**src/rtl/lsu_pkg.sv**
```systemverilog
// lsu_pkg: shared definitions for the MEM-stage load/store sequencer.
//   - request size encodings (byte / half / word / reserved)
//   - sequencer state enum
//   - byte-lane width used by the lane alignment logic
package lsu_pkg;

  // Width of one byte lane inside the 32-bit data word.
  localparam int LANE_W = 8;

  // Encodings of the req_size field.
  localparam logic [1:0] SZ_BYTE = 2'b00;
  localparam logic [1:0] SZ_HALF = 2'b01;
  localparam logic [1:0] SZ_WORD = 2'b10;
  localparam logic [1:0] SZ_RSVD = 2'b11;

  // Sequencer states.
  typedef enum logic [1:0] {
    S_IDLE,
    S_RD,
    S_WR,
    S_RESP
  } state_t;

endpackage

```
**src/rtl/lsu_lane_align.sv**
```systemverilog
// lsu_lane_align: combinational little-endian lane logic.
//   Loads : picks the addressed byte/half out of word_i and sign- or
//           zero-extends it; a word load passes word_i straight through.
//   Stores: replaces only the addressed byte/half of word_i with the low
//           bits of wdata_i; a word store yields wdata_i unchanged.
// Ports:
//   addr_lo_i   [1:0]  byte offset within the word
//   size_i      [1:0]  access size (lsu_pkg SZ_* encodings)
//   unsigned_i         1 = zero-extend loads, 0 = sign-extend
//   word_i      [31:0] memory word being read or modified
//   wdata_i     [31:0] right-justified store data
//   load_data_o [31:0] extended load result
//   merged_o    [31:0] word to write back for a store
module lsu_lane_align
  import lsu_pkg::*;
(
  input  logic [1:0]  addr_lo_i,
  input  logic [1:0]  size_i,
  input  logic        unsigned_i,
  input  logic [31:0] word_i,
  input  logic [31:0] wdata_i,
  output logic [31:0] load_data_o,
  output logic [31:0] merged_o
);

  logic [4:0]  byte_sh;
  logic [4:0]  half_sh;
  logic [31:0] byte_src;
  logic [31:0] half_src;
  logic [7:0]  byte_val;
  logic [15:0] half_val;
  logic [31:0] byte_mask;
  logic [31:0] half_mask;
  logic [31:0] byte_ins;
  logic [31:0] half_ins;

  // Lane offsets: a byte sits at 8*addr[1:0], a half at 16*addr[1].
  always_comb begin
    byte_sh  = {3'b000, addr_lo_i} * 5'(LANE_W);
    half_sh  = {4'b0000, addr_lo_i[1]} * 5'(2 * LANE_W);
    byte_src = word_i >> byte_sh;
    half_src = word_i >> half_sh;
    byte_val = byte_src[7:0];
    half_val = half_src[15:0];
  end

  // Load extraction and extension.
  always_comb begin
    load_data_o = word_i;
    case (size_i)
      SZ_BYTE: load_data_o = unsigned_i ? {24'h000000, byte_val}
                                        : {{24{byte_val[7]}}, byte_val};
      SZ_HALF: load_data_o = unsigned_i ? {16'h0000, half_val}
                                        : {{16{half_val[15]}}, half_val};
      default: load_data_o = word_i;
    endcase
  end

  // Store merge: clear the addressed lane, then OR in the new bits.
  always_comb begin
    byte_mask = 32'h0000_00FF << byte_sh;
    half_mask = 32'h0000_FFFF << half_sh;
    byte_ins  = {24'h000000, wdata_i[7:0]} << byte_sh;
    half_ins  = {16'h0000, wdata_i[15:0]} << half_sh;
    merged_o  = word_i;
    case (size_i)
      SZ_BYTE: merged_o = (word_i & ~byte_mask) | byte_ins;
      SZ_HALF: merged_o = (word_i & ~half_mask) | half_ins;
      SZ_WORD: merged_o = wdata_i;
      default: merged_o = word_i;
    endcase
  end

endmodule

```
**src/rtl/load_store_unit.sv**
```systemverilog
// load_store_unit: MEM-stage load/store sequencer in front of a
// word-addressed data memory. Takes one byte-addressed request at a time,
// turns it into word-index reads/writes (read-modify-write for sub-word
// stores) and returns extended load data or an error.
// Ports:
//   clk, rst_n                    clock, async active-low reset
//   req_valid / req_ready         request handshake (ready only in IDLE)
//   req_we, req_size, req_unsigned, req_addr, req_wdata  request fields
//   resp_valid, resp_rdata, resp_err                     one-cycle response
//   mem_addr, mem_wdata, mem_rdata, mem_rd, mem_wr       memory side
module load_store_unit
  import lsu_pkg::*;
#(
  parameter int MEM_WORDS = 1024,
  parameter int DATA_W    = 32
) (
  input  logic              clk,
  input  logic              rst_n,
  input  logic              req_valid,
  output logic              req_ready,
  input  logic              req_we,
  input  logic [1:0]        req_size,
  input  logic              req_unsigned,
  input  logic [31:0]       req_addr,
  input  logic [DATA_W-1:0] req_wdata,
  output logic              resp_valid,
  output logic [DATA_W-1:0] resp_rdata,
  output logic              resp_err,
  output logic [31:0]       mem_addr,
  output logic [DATA_W-1:0] mem_wdata,
  input  logic [DATA_W-1:0] mem_rdata,
  output logic              mem_rd,
  output logic              mem_wr
);

  localparam logic [31:0] MEM_WORDS_L = 32'(MEM_WORDS);

  state_t state_q, state_d;

  logic        we_q;
  logic [1:0]  size_q;
  logic        uns_q;
  logic [31:0] addr_q;
  logic [31:0] wdata_q;
  logic [31:0] rword_q;
  logic [31:0] resp_rdata_q, resp_rdata_d;
  logic        resp_err_q, resp_err_d;

  logic        accept;
  logic        acc_err;
  logic [31:0] align_word;
  logic [31:0] load_data;
  logic [31:0] merged;

  // Error classification of the incoming request, evaluated at accept.
  always_comb begin
    accept  = (state_q == S_IDLE) && req_valid;
    acc_err = (req_size == SZ_RSVD)
            || ((req_size == SZ_HALF) && req_addr[0])
            || ((req_size == SZ_WORD) && (req_addr[1:0] != 2'b00))
            || ({2'b00, req_addr[31:2]} >= MEM_WORDS_L);
  end

  // During RD the lane logic sees live memory data (load extract);
  // in WR it sees the word captured in RD (store merge).
  assign align_word = (state_q == S_RD) ? mem_rdata : rword_q;

  lsu_lane_align u_align (
    .addr_lo_i   (addr_q[1:0]),
    .size_i      (size_q),
    .unsigned_i  (uns_q),
    .word_i      (align_word),
    .wdata_i     (wdata_q),
    .load_data_o (load_data),
    .merged_o    (merged)
  );

  // State register.
  always_ff @(posedge clk or negedge rst_n) begin
    if (!rst_n) begin
      state_q <= S_IDLE;
    end else begin
      state_q <= state_d;
    end
  end

  // Next-state logic. Full-word stores skip the read.
  always_comb begin
    state_d = state_q;
    case (state_q)
      S_IDLE: begin
        if (req_valid) begin
          if (acc_err) begin
            state_d = S_RESP;
          end else if (req_we && (req_size == SZ_WORD)) begin
            state_d = S_WR;
          end else begin
            state_d = S_RD;
          end
        end
      end
      S_RD:    state_d = we_q ? S_WR : S_RESP;
      S_WR:    state_d = S_RESP;
      S_RESP:  state_d = S_IDLE;
      default: state_d = S_IDLE;
    endcase
  end

  // Outputs decoded from state; the word index is only driven while a
  // memory strobe is active.
  always_comb begin
    req_ready  = 1'b0;
    resp_valid = 1'b0;
    mem_rd     = 1'b0;
    mem_wr     = 1'b0;
    mem_addr   = 32'h0;
    mem_wdata  = '0;
    case (state_q)
      S_IDLE: req_ready = 1'b1;
      S_RD: begin
        mem_rd   = 1'b1;
        mem_addr = {2'b00, addr_q[31:2]};
      end
      S_WR: begin
        mem_wr    = 1'b1;
        mem_addr  = {2'b00, addr_q[31:2]};
        mem_wdata = merged;
      end
      S_RESP:  resp_valid = 1'b1;
      default: req_ready = 1'b0;
    endcase
  end

  // Response values are loaded on the transition into RESP and held
  // until the next response.
  always_comb begin
    resp_rdata_d = resp_rdata_q;
    resp_err_d   = resp_err_q;
    case (state_q)
      S_IDLE: begin
        if (accept && acc_err) begin
          resp_rdata_d = 32'h0;
          resp_err_d   = 1'b1;
        end
      end
      S_RD: begin
        if (!we_q) begin
          resp_rdata_d = load_data;
          resp_err_d   = 1'b0;
        end
      end
      S_WR: begin
        resp_rdata_d = 32'h0;
        resp_err_d   = 1'b0;
      end
      default: begin
        resp_rdata_d = resp_rdata_q;
        resp_err_d   = resp_err_q;
      end
    endcase
  end

  // Request capture, RD word capture and response registers.
  always_ff @(posedge clk or negedge rst_n) begin
    if (!rst_n) begin
      we_q         <= 1'b0;
      size_q       <= SZ_BYTE;
      uns_q        <= 1'b0;
      addr_q       <= 32'h0;
      wdata_q      <= 32'h0;
      rword_q      <= 32'h0;
      resp_rdata_q <= 32'h0;
      resp_err_q   <= 1'b0;
    end else begin
      if (accept) begin
        we_q    <= req_we;
        size_q  <= req_size;
        uns_q   <= req_unsigned;
        addr_q  <= req_addr;
        wdata_q <= req_wdata;
      end
      if (state_q == S_RD) begin
        rword_q <= mem_rdata;
      end
      resp_rdata_q <= resp_rdata_d;
      resp_err_q   <= resp_err_d;
    end
  end

  assign resp_rdata = resp_rdata_q;
  assign resp_err   = resp_err_q;

endmodule

```
**config.mk**
```make
export PLATFORM = sky130hd
export DESIGN_NAME = load_store_unit
export DESIGN_NICKNAME = d
export VERILOG_FILES = /design/src/rtl/lsu_pkg.sv /design/src/rtl/lsu_lane_align.sv /design/src/rtl/load_store_unit.sv
export SDC_FILE = /design/constraint.sdc
export NUM_CORES = 1
export LEC_CHECK = 0
export ABC_AREA = 1
export BUFFER_PORTS_ARGS = -buffer_cell sky130_fd_sc_hd__buf_2
export CORE_UTILIZATION = 28
export CTS_CLUSTER_SIZE = 16
export DETAILED_ROUTE_END_ITERATION = 10
export SETUP_SLACK_MARGIN = 0.3
export SLEW_MARGIN = 20
export SYNTH_ARGS = -nofsm -noshare
export SYNTH_HDL_FRONTEND = slang
export SYNTH_SLANG_ARGS = --single-unit
```
**constraint.sdc**
```tcl
create_clock -name clk -period 2.4 [get_ports clk]
set_input_delay 0.12 -clock clk [delete_from_list [all_inputs] [get_ports clk]]
set_output_delay 0.12 -clock clk [all_outputs]
set_load 0.02 [all_outputs]
```
### After elaboration in Yosys (flattened, before gate mapping)

Cells that the tools add are included.

| storage, ports and cells | value |
|---|---|
| output and inout bits | 101 |
| register bits | 135 |
| input port bits | 103 |
| logic and storage cells | 69 |

| cells by class | value |
|---|---|
| bitwise gates (word level) | 6 |
| equality and inequality tests | 11 |
| magnitude comparators | 1 |
| reduce and logical (&&, ||, !) cells | 14 |
| muxes and demuxes | 22 |
| shift operators | 6 |

Operators with widths:

| operator | number |
|---|---|
| 2-to-1 mux 32 bit | 6 |
| one-hot mux 32 bit (3 select lines) | 2 |
| AND 32 bit | 2 |
| NOT 32 bit | 2 |
| bitwise OR 32 bit | 2 |
| one-hot mux 32 bit (2 select lines) | 1 |
| << shifter 16 x 5 -> 32 bit | 1 |
| << shifter 16 x 5 -> 32 bit, first input constant | 1 |
| << shifter 8 x 5 -> 32 bit | 1 |
| << shifter 8 x 5 -> 32 bit, first input constant | 1 |
| right shift 32 x 5 -> 16 bit | 1 |
| right shift 32 x 5 -> 8 bit | 1 |
| >= comparator 30 x 11 -> 1 bit, second input constant | 1 |
| 2-to-1 mux 30 bit | 1 |
| equality test 2 bit, second input constant | 5 |
| one-hot mux 2 bit (4 select lines) | 1 |
| 2-to-1 mux 1 bit | 7 |
| equality test 2 x 1 -> 1 bit, second input constant | 3 |
| 2-to-1 mux 2 bit | 3 |
| logical AND 1 bit | 5 |
| zero test 2 bit | 2 |
| inequality test 2 bit, second input constant | 2 |
| logical OR 1 bit | 3 |
| one-hot mux 1 bit (3 select lines) | 1 |
| 5 further kinds | 5 |

### Logic depth before layout (Yosys ltp)

Gate-level depths: netlist of run 1.

| depth | value |
|---|---|
| depth after elaboration | 8 |
| mapped depth | 12 |
| depth with buffers taken out | 11 |

### Cells and area by module

A second synthesis of run 1 with hierarchy kept.

| second synthesis, totals | value |
|---|---|
| cells, all modules | 1,214 |
| area total of the unflattened synthesis | 7,937.6 um^2 |

Modules (own cells, without submodules):

| module | cells each | sequential area each (um^2) | area an instance (um^2) | instances |
|---|---|---|---|---|
| load_store_unit | 817 | 3,378.2 | 6,100.9 | 1 |
| lsu_lane_align | 397 | 0.0 | 1,836.8 | 1 |

### Worst setup path after synthesis of run 1

OpenSTA, ideal clock, no wires.

| timing | value |
|---|---|
| kind | register -> output |
| start | reg state_q[1] |
| end | out mem_wdata[16] |
| path slack | 0.341 ns |
| buffers on the path | 3 |
| required time | 2.280 ns |
| cell stages (with the launch flop) | 10 |
| arrival | 1.939 ns |
| cell sequence | dfrtp_1 -> inv_1 -> ha_1 -> buf_6 -> buf_6 -> buf_2 -> nand2_1 -> nand2_1 -> o211ai_1 -> a31oi_1 |

| between the ends | value |
|---|---|
| longest elaborated chain between the ends | 6 |
| elaborated cells between the ends (all ways) | 9 |
| classes of those cells | eq/ne (2); mux (3); bitwise (4) |

Ends and longest elaborated chain:

| item | RTL line | source |
|---|---|---|
| from (decl) | load_store_unit.sv:38 | `state_t state_q, state_d;` |
| from (signal assigned) | load_store_unit.sv:83 | `state_q <= state_d;` |
| equality test 2 x 1 -> 1 bit * | load_store_unit.sv:66 | `assign align_word = (state_q == S_RD) ? mem_rdata : rword_q;` |
| 2-to-1 mux 32 bit * | -- |  |
| net align_word[16] | load_store_unit.sv:51 | `logic [31:0] align_word;` |
| AND 32 bit, on equally long branches | lsu_lane_align.sv:68, lsu_lane_align.sv:67 |  |
| bitwise OR 32 bit, on equally long branches | lsu_lane_align.sv:68, lsu_lane_align.sv:67 |  |
| one-hot mux 32 bit (3 select lines) * | lsu_lane_align.sv:66 | `case (size_i)` |
| 2-to-1 mux 32 bit * | load_store_unit.sv:118 | `case (state_q)` |
| to (decl) | load_store_unit.sv:30 | `output logic [DATA_W-1:0] mem_wdata,` |

The timed path passes the listed nets; every way through them passes the cells marked *.

### Final worst setup path of run 1

| timing | value |
|---|---|
| start | reg state_q[0] |
| end | out mem_wdata[26] |

| between the ends | value |
|---|---|
| longest elaborated chain between the ends | 6 |
| elaborated cells between the ends (all ways) | 9 |
| classes of those cells | eq/ne (2); mux (3); bitwise (4) |

Ends and longest elaborated chain:

| item | RTL line |
|---|---|
| equality test 2 x 1 -> 1 bit | load_store_unit.sv:66 |
| 2-to-1 mux 32 bit | -- |
| AND 32 bit, on equally long branches | lsu_lane_align.sv:68, lsu_lane_align.sv:67 |
| bitwise OR 32 bit, on equally long branches | lsu_lane_align.sv:68, lsu_lane_align.sv:67 |
| one-hot mux 32 bit (3 select lines) | lsu_lane_align.sv:66 |
| 2-to-1 mux 32 bit * | load_store_unit.sv:118 |

Mark *: on every way between the ends. The rest lies on a longest branch, timed or not.

==> results of run 1 <==
[routing by layer]
metal,vias to the layer above,part of all wire (%)
met1,3676,43
met4,0,2.1
met3,42,6.9
met2,341,48
met5,-,0
li1,3845,-
[registers in the layout, indices dropped and copies added (netlist names)]
| register | flops |
|---|---|
| wdata_q | 32 |
| state_q | 2 |
| uns_q | 1 |
| we_q | 1 |
| addr_q | 32 |
| resp_rdata | 32 |
| rword_q | 32 |
| resp_err | 1 |
| size_q | 2 |
[worst max-delay path, stage by stage, from the launching register on]
cell and delay (ns):
dfrtp_1 0.41, ha_4 0.21, buf_12 0.14, buf_16 0.14
o21ai_4 0.20, nor2_1 0.08, a21oi_1 0.12, nand4_1 0.11
nand3_2 0.11, inv_1 0.05, buf_2 0.15
[layout by cell type, fill, tap and decap left out, types with 5 or more instances in the layout]
cell type,count
buf_6,26
dlygate4sd3_1,75
a31oi_1,7
nand2_1,419
o21ai_1,17
nand3_2,12
buf_4,73
nor2_4,7
o21ai_2,11
nand2_4,9
inv_2,16
inv_1,84
or2_2,9
o22ai_1,11
o211ai_1,9
a32oi_1,7
clkbuf_16,19
nand3_1,33
o21ai_0,32
nand2_2,32
buf_12,8
o21ai_4,5
buf_2,175
nor2_1,24
dfrtp_1,131
a31oi_4,5
a21oi_1,27
[timing repair]
action                     in CTS  in global routing
setup endpoints to repair      51                 95
pin swaps                      52                 29
hold endpoints to repair      113                  0
gates cloned                    2                  4
hold buffers                   75                  0
buffers inserted               32                 14
resized for setup             173                 72
[cells by family after synthesis]
family	count (synthesis)	share of synthesized area, %
AOI/OAI and AO/OA	149	12.1
other	1	0.0522
and+or+nand+nor	557	31.1
adders and majority gates	4	0.696
buffers and inverters	160	9.07
DFF	135	47.0
[Yosys cell counts (4+ instances only)]
cell type / number / area share, %
inv_1: 101 / 5.3
or2_2: 9 / 0.78
nand2_1: 456 / 24
clkbuf_1: 32 / 1.7
nand2_2: 4 / 0.35
a31oi_1: 14 / 1.2
buf_2: 8 / 0.56
nand3_1: 45 / 3.1
o211ai_1: 9 / 0.94
o21ai_0: 63 / 4.4
inv_2: 5 / 0.26
a21oi_1: 31 / 2.2
a32oi_1: 9 / 1.1
o22ai_1: 13 / 1.1
buf_1: 5 / 0.26
nor2_1: 29 / 1.5
nor2_2: 4 / 0.35
nand4_1: 4 / 0.35
buf_4: 5 / 0.52
ha_1: 4 / 0.70
dfrtp_1: 135 / 47
[power breakdown]
part	leakage (uW)	switching (uW)	internal [uW]
clock network	0.000298	1080	1750
logic	0.00406	6520	4120
registers	0.00170	699	3340
total	0.00606	8300	9210
[path summary, 6_finish.rpt]
check                               start              to  slack (ns)  depth (start not counted)
min                          mem_rdata[2]      rword_q[2]        0.03                          3
max in group asynchronous           rst_n   resp_rdata[4]        1.49                          3
max reg2reg                    state_q[1]  resp_rdata[25]        0.33                         12
min in group asynchronous           rst_n      addr_q[15]        0.17                          2
max                            state_q[0]   mem_wdata[26]        0.13                         10
min reg2reg                resp_rdata[23]  resp_rdata[23]        0.47                          2
[through the flow]
stage               util (%)  cells  worst slack (ns)  total power (uW)  hold slack [ns]
floorplan                  -   1007             0.341              8970           -0.176
global placement        34.5   1522             0.195             11700           0.0749
detailed placement      34.5   1522             0.126             11700           0.0762
CTS                     43.2   1663             0.156             16300          0.00457
global route            45.1   1681            0.0537             18600           0.0315
finish                  45.1   1681             0.125             17500           0.0299
[area by class of cell]
cell class	count	area [um2]	share of cell area, %
multi-input cells	714	3750	33.0
clock buffers	18	429	3.78
inverters	107	420	3.70
well taps	330	413	3.63
repair buffers	363	2770	24.4
flip-flops and latches	135	3380	29.8
clock inverters	14	199	1.75
==> results.toml, run 1 <==
[yosys]
async_reset_ff_share_pct = 100
syn_area_mm2 = 0.00719
synth_cell_types = 33
seq_area_frac_synth_pct = 47.0
synth_edf_count = 0
yosys_warnings = 0
ys_ff_latch = 135
synth_flop_cell = "dfrtp_1"
syn_avg_cell_area_um2 = 7.15
netlist_instances = 1006

[cells_and_area]
areaGrowthSynthToFinish_pct = 58.0
insertedDiodeCount = 0
fin_area_mm2 = 0.0114
drive_above_1_share_pct = 34.3
fin_nets = 1445
nFillCells = 2483

[sta]
period_share_pct = 94.8
clock_skew_ns = 0.00980
setup_viol = 0
setup-tns-final_ns = 0
tightest_slew_ns = 0.678
min_period_ns = 2.27
rsz0062_at_grt = "true"
hold_viol_final = 0
relSlewSlack_pct = 54.8
fmax_mhz = 440
maxSlewViolCount = 0

[die]
fp.dieW_um = 162
core-area_mm2 = 0.0252
die_area_mm2 = 0.0263
initial_utilization_pct = 28.6
std_cell_rows = 58
die_h_um = 162
io_pins = 204

[global_routing]
grt_overflow = 0
grt_use_met3_pct = 3.73
grtUsageMet2_pct = 32.6
track_usage_pct = 20.5
grt_pass1_wl_mm = 41.2
grt_pass1_vias = 7494
grt.busiest_layer = "met2"
antenna_found_initial = 0
globalRouteMet1Util_pct = 28.0
grt_max_degree = 67

[route]
drtPass1Iterations = 5
vias_per_cell = 4.70
dr_total_vias = 7904
post_drt_wl_per_cell_um = 16.3
ant_nets = 0
drt_iter0_drc = 614
drc = 0
totalWireLength_mm = 27.4

[clock_network]
htreeDepth = 4
clockBufferDepth = 2
cts_root_buf = "clkbuf_16"
cts_sinks = 135
cts_made_buffers = 17
clkLatencyLatePin_ns = 0.43
cts_tree = "built"
path_clk_slew_ns = 0.06

[job]
drv_cap = 0

[placed_design]
hpwlAfterDp_mm = 18.5
portBuffers = 201
placed_area_mm2 = 0.00869
place_congestion = 0.925

[worst_setup_path]
cp_max_fo = 7
worst_ep_arrival_time_ns = 2.15
required_ns = 2.28
criticalPathCategory = "flip-flop to primary output"
end_kind = "primary output"
setup.worst_path.start_class = "flip-flop"

[min_path]
hold_class = "input pin to flip-flop"

[power]
p_leak_uw = 0.00606
max-vdd-ir-drop_uv = 567
power_density_mw_per_mm2 = 1540

[outcome]
status = "finished, final reports clean"
Note: power is estimated with default switching activity, not from simulation.
==> run 2: changes to the inputs <==
--- a/config.mk
+++ b/config.mk
@@ -6,10 +6,11 @@
 export NUM_CORES = 1
 export LEC_CHECK = 0
 export ABC_AREA = 1
-export BUFFER_PORTS_ARGS = -buffer_cell sky130_fd_sc_hd__buf_2
+export CORE_ASPECT_RATIO = 1.4
 export CORE_UTILIZATION = 28
 export CTS_CLUSTER_SIZE = 16
 export DETAILED_ROUTE_END_ITERATION = 10
+export DONT_BUFFER_PORTS = 1
 export SETUP_SLACK_MARGIN = 0.3
 export SLEW_MARGIN = 20
 export SYNTH_ARGS = -nofsm -noshare
==> results.toml, run 2 (synthesis gave the netlist of run 1 again) <==
[sta]
setup_viol = 0
fmax_mhz = 441
maxSlewViolCount = 0
fin_ws_ns = 0.131
min_period_ns = 2.27
clock_skew_ns = 0.00582
rsz0062_at_grt = "true"
hold_viol_final = 135
period_share_pct = 94.6
hold_ws_ns = -0.614
setup-tns-final_ns = 0

[die]
std_cell_rows = 69
initial_utilization_pct = 28.4
io_pins = 204
core-area_mm2 = 0.0253
fp.dieW_um = 137
die_h_um = 192
die_area_mm2 = 0.0263

[clock_network]
cts_made_buffers = 17
htreeDepth = 4
cts_tree = "built"
cts_root_buf = "clkbuf_16"
cts_sinks = 135
clkLatencyLatePin_ns = 0.43
cts-hold-fix-buffers = 101
clockBufferDepth = 2
path_clk_slew_ns = 0.06

[route]
drtPass1Iterations = 6
vias_per_cell = 5.01
post_drt_wl_per_cell_um = 18.6
totalWireLength_mm = 28.0
ant_nets = 0
drc = 0
dr_total_vias = 7537
drt_iter0_drc = 616

[worst_setup_path]
worst_ep_arrival_time_ns = 2.15
cp_max_fo = 7
required_ns = 2.28
end_kind = "primary output"
r2r_start = "state_q[1]"
r2r_cells = 11
rrSetupSlack_ns = 0.37
criticalPathCategory = "flip-flop to primary output"
setup.worst_path.start_class = "flip-flop"
rr_endpoint = "resp_rdata[18]"

[global_routing]
grt_max_degree = 136
antenna_found_initial = 0
grt_pass1_wl_mm = 40.4
track_usage_pct = 20.6
grt_overflow = 0
grt_pass1_vias = 7382

[placed_design]
hpwlAfterDp_mm = 18.5
portBuffers = 0
place_congestion = 0.884
dp_slack_ns = 0.212

[outcome]
status = "finished with violations"
failed_checks = "negative hold slack"

[cells_and_area]
fin_nets = 1280
insertedDiodeCount = 0
drive_above_1_share_pct = 21.2
final_common_cell = "nand2_1"
postLayoutCoreUtil_pct = 41.2
layout_common_cells = "429 x nand2_1, 131 x dfrtp_1, 101 x dlygate4sd3_1"
areaGrowthSynthToFinish_pct = 45.0

[job]
drv_cap = 0

[power]
power_density_mw_per_mm2 = 1550
max-vdd-ir-drop_uv = 782
p_leak_uw = 0.00522

[min_path]
hold_class = "input pin to asynchronous set/reset pin"
-- run 2: cell types whose count changed in the layout (fill, tap and decap cells not counted), moves of 4 or more --
cell           previous run  this run
o21ai_2                  11         7
o21ai_1                  17        10
nand2_2                  32        25
nor2_2                    2         7
buf_6                    26        15
buf_2                   175         0
dlygate4sd3_1            75       101
nand2_1                 419       429
o21ai_4                   5        13
nor2_4                    7         2
buf_4                    73        68
nand2_4                   9         5
-- run 2: area by class of cell --
| cell class | instances | area, um2 |
|---|---|---|
| fillers | 2482 | 14900 |
| repair buffers | 196 | 1960 |
| repair inverters | 2 | 15.0 |
| clock inverters | 8 | 101 |
| flip-flops and latches | 135 | 3380 |
| clock buffers | 22 | 454 |
| well taps | 319 | 399 |
| inverters | 107 | 415 |
| multi-input cells | 714 | 3700 |
-- run 2: what timing repair did --
action,CTS,global route
gates resized for setup,92,106
setup endpoints to repair,38,94
pin swaps,16,29
hold endpoints to repair,253,135
setup buffers,19,11
cloned,5,4
-- run 2: worst max-delay path by stage --
stage,startpoint,endpoint
after global routing,state_q[1],mem_wdata[29]
after CTS,state_q[1],mem_wdata[25]
after floorplan,state_q[1],mem_wdata[16]
final,state_q[0],mem_wdata[25]
after global placement,state_q[1],mem_wdata[25]
after detailed placement,state_q[1],mem_wdata[25]
-- run 2: worst max-delay path: stages (launching register included) --
cell	delay, ns
dfrtp_1	0.42
ha_4	0.22
clkbuf_16	0.17
o21ai_4	0.15
buf_6	0.12
o22ai_1	0.07
a211oi_2	0.31
nor2_1	0.09
buf_4	0.16
-- run 2: power breakdown --
part           switching, uW  internal (uW)  total [uW]
Combinational           5860           3370        9220
Clock                    994           1540        2530
Sequential              1080           3340        4420
-- run 2: per-stage QoR --
step | power, uW | hold WS (ns) | cells | cell area [um2]
6_report | 16200 | -0.614 | 1503 | 10400
5_1_grt | 17100 | -0.632 | 1503 | 10400
4_1_cts | 14900 | -0.636 | 1488 | 9830
3_5_place_dp | 11200 | -0.173 | 1333 | 7810
3_3_place_gp | 11100 | -0.173 | 1333 | 7810
2_1_floorplan | 8970 | -0.176 | 1007 | 7190
-- run 2: per-layer routing --
metal  vias up  wire (um)  global-route usage (%)
met4         0       1650                    12.9
met1      3561      10600                    23.3
met5         -          0                       0
met3       101       1700                    4.25
li1       3503          -                       -
met2       372      14000                    35.0
